[config.mk]
export PLATFORM = sky130hd
export DESIGN_NAME = instr_fetch_queue
export DESIGN_NICKNAME = d
export VERILOG_FILES = /design/src/rtl/instr_fetch_queue.sv
export SDC_FILE = /design/constraint.sdc
export NUM_CORES = 1
export LEC_CHECK = 0
export BUFFER_PORTS_ARGS = -buffer_cell sky130_fd_sc_hd__buf_4
export CORE_UTILIZATION = 25
export CTS_CLUSTER_SIZE = 24
export DETAILED_ROUTE_END_ITERATION = 7
export GPL_TIMING_DRIVEN = 0
export PLACE_DENSITY_LB_ADDON = 0.2
export REMOVE_ABC_BUFFERS = 1
export SLEW_MARGIN = 20
export SYNTH_ARGS = -nofsm -noshare
export SYNTH_HDL_FRONTEND = slang
export SYNTH_SLANG_ARGS = --single-unit
[constraint.sdc]
create_clock -name clk -period 5.6 [get_ports clk]
set_input_delay 0.28 -clock clk [delete_from_list [all_inputs] [get_ports clk]]
set_output_delay 0.28 -clock clk [all_outputs]
set_load 0.005 [all_outputs]
[src/rtl/instr_fetch_queue.sv]
// instr_fetch_queue: fetch stage that owns the instruction memory and fetch PC,
// prefetches 16-bit instructions into a small FIFO and hands them to decode
// through a valid/ready handshake. A redirect flushes the queue and restarts fetch.
// Optional feature macro: FETCH_NOP_SKIP_EN. When it is defined, fetched 16'h0000
// words are dropped instead of enqueued, but they still advance fetch_pc.
module instr_fetch_queue #(
    parameter int unsigned WIDTH  = 32,
    parameter int unsigned DEPTH  = 16,
    parameter int unsigned QDEPTH = 4
) (
    input  logic                         clk,
    input  logic                         reset,
    input  logic                         load_en,
    input  logic [$clog2(DEPTH)-1:0]     load_addr,
    input  logic [15:0]                  load_data,
    input  logic                         run,
    input  logic                         redirect_valid,
    input  logic [WIDTH-1:0]             redirect_pc,
    output logic                         out_valid,
    input  logic                         out_ready,
    output logic [15:0]                  out_instr,
    output logic [WIDTH-1:0]             out_pc,
    output logic [WIDTH-1:0]             fetch_pc,
    output logic [$clog2(QDEPTH+1)-1:0]  q_count,
    output logic                         halted
);

    localparam int unsigned AW    = $clog2(DEPTH);
    localparam int unsigned PTR_W = $clog2(QDEPTH);
    localparam int unsigned CNT_W = $clog2(QDEPTH + 1);

    logic [15:0]      imem_q    [DEPTH];
    logic [15:0]      q_instr_q [QDEPTH];
    logic [WIDTH-1:0] q_pc_q    [QDEPTH];

    logic [WIDTH-1:0] fetch_pc_q, fetch_pc_d;
    logic [PTR_W-1:0] rd_ptr_q, rd_ptr_d;
    logic [PTR_W-1:0] wr_ptr_q, wr_ptr_d;
    logic [CNT_W-1:0] count_q, count_d;

    logic        in_range;
    logic [15:0] fetch_word;
    logic        is_nop;
    logic        full;
    logic        pop;
    logic        fetch_go;
    logic        enq;

    // Fetch/handshake qualifiers; the memory read sees the pre-write word.
    always_comb begin
        in_range   = (fetch_pc_q < WIDTH'(DEPTH));
        fetch_word = imem_q[fetch_pc_q[AW-1:0]];
`ifdef FETCH_NOP_SKIP_EN
        is_nop     = (fetch_word == 16'h0000);
`else
        is_nop     = 1'b0;
`endif
        full       = (count_q == CNT_W'(QDEPTH));
        pop        = out_valid & out_ready;
        // A full queue accepts a new fetch only when the head leaves this cycle.
        fetch_go   = run & ~redirect_valid & in_range & (~full | pop);
        enq        = fetch_go & ~is_nop;
    end

    // Next-state for fetch PC and queue bookkeeping; redirect wins over push/pop.
    always_comb begin
        fetch_pc_d = fetch_pc_q;
        rd_ptr_d   = rd_ptr_q;
        wr_ptr_d   = wr_ptr_q;
        count_d    = count_q;
        if (redirect_valid) begin
            fetch_pc_d = redirect_pc;
            rd_ptr_d   = '0;
            wr_ptr_d   = '0;
            count_d    = '0;
        end else begin
            if (fetch_go) fetch_pc_d = fetch_pc_q + WIDTH'(1);
            if (enq)      wr_ptr_d   = wr_ptr_q + PTR_W'(1);
            if (pop)      rd_ptr_d   = rd_ptr_q + PTR_W'(1);
            count_d = count_q + CNT_W'(enq) - CNT_W'(pop);
        end
    end

    // Control state register with asynchronous reset.
    always_ff @(posedge clk or posedge reset) begin
        if (reset) begin
            fetch_pc_q <= '0;
            rd_ptr_q   <= '0;
            wr_ptr_q   <= '0;
            count_q    <= '0;
        end else begin
            fetch_pc_q <= fetch_pc_d;
            rd_ptr_q   <= rd_ptr_d;
            wr_ptr_q   <= wr_ptr_d;
            count_q    <= count_d;
        end
    end

    // Instruction memory write port; contents deliberately survive reset.
    always_ff @(posedge clk) begin
        if (load_en) imem_q[load_addr] <= load_data;
    end

    // Queue payload storage; stale entries are masked by out_valid.
    always_ff @(posedge clk) begin
        if (enq) begin
            q_pc_q[wr_ptr_q]    <= fetch_pc_q;
            q_instr_q[wr_ptr_q] <= fetch_word;
        end
    end

    // Output view of the queue head, zeroed when empty.
    always_comb begin
        out_valid = (count_q != '0);
        out_instr = out_valid ? q_instr_q[rd_ptr_q] : 16'h0000;
        out_pc    = out_valid ? q_pc_q[rd_ptr_q] : '0;
        fetch_pc  = fetch_pc_q;
        q_count   = count_q;
        halted    = ~in_range & (count_q == '0);
    end

endmodule

==> metrics <==
die height 276 um; Critical Path End Type register; M3 GR Usage 2.69%; initial antenna violation count 3; antenna viol nets, final 0; detailed placer's ending HPWL 28400 um; Vias 9073; critical path class register to register; clock transition at the registers of the reported paths 0.06 ns; clock share of power 35.4%; Setup crit start kind register; Post-synth EDFFs 448; run status finished, final reports clean; first-pass GRT wire length 67000 um; area grow syn2layout 26.4%; Sw Ratio 24.6%; sequential power share 47.5%; critical path cell sequence nor4_1, nand4_1, nor3_1, a31o_1, ha_1, inv_1, fa_1, xnor2_1, nor2_1; Internal 0.00674 W; H-tree depth 2; number of max-cap violations 0; Starting Density 25.3%; largest net degree at the start of global routing 41; PD cells 376 mW/mm^2; sequential area share after synthesis 76.7%; GR Util All Layers 11.9%; final wirelength 45400 um; detail-routed via count per cell 4.37; core area 0.0744 mm^2; slew at the pin with the worst max-slew slack 0.781 ns; fraction of registers with async set/reset 8.01%; clock skew 0.0125 ns; switching power 0.00220 W; synth warn 0; met1 Use GR 15.9%; #FFs+latches synth 487; LEAKAGE 7.76 nW; initial drt markers 519; combinational share of power 17.0%; total grt overflow 0; ys flop type edfxtp_1; ranking of synthesized cells by area edfxtp_1 71%, mux4_2 15%, dfrtp_1 5.2%; Synth area leader edfxtp_1; die area 0.0764 mm^2; Die Width 276 um; Cell Rows 100; drt wl/cell 21.8 um; count leader, synth edfxtp_1; max incr delay on CP 0.69 ns; Post-Syn Area 0.0188 mm^2; synth cell count leaders 448 x edfxtp_1, 122 x mux4_2, 48 x and2_1, 39 x dfrtp_1, 27 x mux2_2; RSZ-0062 raised after global routing no; Pre-antenna DRT Iters 6; postcts setup bufs 0; Clock Tree Buf Depth 3; final core utilization 32.0%; setup violators final 0; crit share post-route 62.0%; Hold WC Path Type primary input to register; setup TNS 0 ns; Critical Path AT 3.91 ns; Placer Congestion 0.654; Max Fclk 288 MHz; CP Data Required Time 6.04 ns; Skew-Pair Late Insertion Delay 0.58 ns; worst vdd ir 0.000237 V; Mapped Cells 832; DRC 0; Final Hold Viols 0; CP max-delay cell nor4_1; share of the synthesized area in the top cell type 71.5%; count of different cell masters after synthesis 41; pins over their slew limit 0; max_slew headroom 47.8%; Buffers on Ports 142; TritonCTS clock tree yes; layout net count 1134; min Tclk post-route 3.47 ns; CTS root buf clkbuf_16; layout cells sized above 1 38.4%; vias in the first global route 9618; Ports 143; CTS buffer count 51; crit-path max FO 9; Sink Count 487; Final Hold Slack 0.0954 ns; Avg Cell Area, Syn 22.6 um^2; GR Util met2 19.6%; Most Crowded Layer GR met2
## state kept, by name (all words and copies together), names as in the netlist
| name | cells |
|---|---|
| rd_ptr_q | 2 |
| fetch_pc | 32 |
| imem_q | 256 |
| wr_ptr_q | 2 |
| q_count | 3 |
| q_pc_q | 128 |
| q_instr_q | 64 |
## power groups by stage
stage          Clock [W]  Sequential (W)  Combinational [W]
6_report         0.00317         0.00425            0.00152
5_1_grt          0.00340         0.00428            0.00167
4_1_cts          0.00329         0.00427            0.00159
3_5_place_dp           0         0.00434            0.00156
3_3_place_gp           0         0.00446            0.00141
2_1_floorplan          0         0.00434           0.000679
## metal layers
layer / vias to the layer above / part of all wire [%]
met5: - / 0.077
met4: 6 / 1.9
met3: 71 / 4.7
met2: 212 / 49
met1: 4810 / 45
li1: 3974 / -
## area by class of cell
cell class,instances,area (um^2)
tap,969,1210
multi-input combinational,297,4280
antenna,1,2.50
timing repair buffer,227,2290
clock inverter,30,184
inverter,5,18.8
fill,7133,50700
sequential,487,14400
clock buffer,62,1360
## placed cells by master (no fill, tap or decap), types with 8 or more instances in the layout
cell / n
clkinv_2: 8
buf_16: 19
clkbuf_1: 9
mux4_2: 122
clkinv_1: 18
buf_4: 151
nor2_4: 12
dlygate4sd3_1: 49
mux2_2: 27
and2_1: 48
clkbuf_16: 53
dfrtp_1: 33
edfxtp_1: 448
## stage by stage
| step | setup slack (ns) | power [W] | std cells | instance area (um^2) |
|---|---|---|---|---|
| after floorplan | 1.52 | 0.00502 | 789 | 18600 |
| after global placement | -0.119 | 0.00587 | 1900 | 20900 |
| after detailed placement | 1.93 | 0.00590 | 1936 | 21800 |
| after CTS | 1.90 | 0.00915 | 2077 | 23800 |
| after global routing | 1.88 | 0.00936 | 2077 | 23800 |
| final | 2.13 | 0.00895 | 2078 | 23800 |
## cells by family after synthesis
| group | synth area share [%] |
|---|---|
| xor+xnor | 0.186 |
| compound gates | 0.618 |
| flops | 76.7 |
| fa+ha+maj | 0.505 |
| mux | 17.1 |
| simple gates | 3.62 |
| buf+inv | 1.31 |
## worst max-delay path: cells and delay by family (launching register included)
kind            cells  cell delay [ns]
simple gates        4             1.93
fa+ha+maj           2             0.50
flops               1             0.46
compound gates      1             0.23
xor+xnor            1             0.17
buf+inv             1             0.05
## path summary, 6_finish.rpt
kind                                      end  slack (ns)  cells after the start    startpoint
worst max-delay path               q_count[2]        2.13                      9   fetch_pc[6]
worst min register to register    wr_ptr_q[1]        0.59                      2   wr_ptr_q[1]
worst min-delay path            imem_q[12][1]         0.1                      2  load_addr[1]
worst max register to register     q_count[2]        2.13                      9   fetch_pc[6]
min in group asynchronous        fetch_pc[25]        0.29                      3         reset
max in group asynchronous         fetch_pc[1]        4.78                      4         reset
## what timing repair did
| item | CTS | global route |
|---|---|---|
| hold buffers | 49 | 0 |
| endpoints found under the hold margin | 305 | 0 |
| resized for setup | 0 | 0 |
No activity file was read; power rests on OpenSTA's default activity.
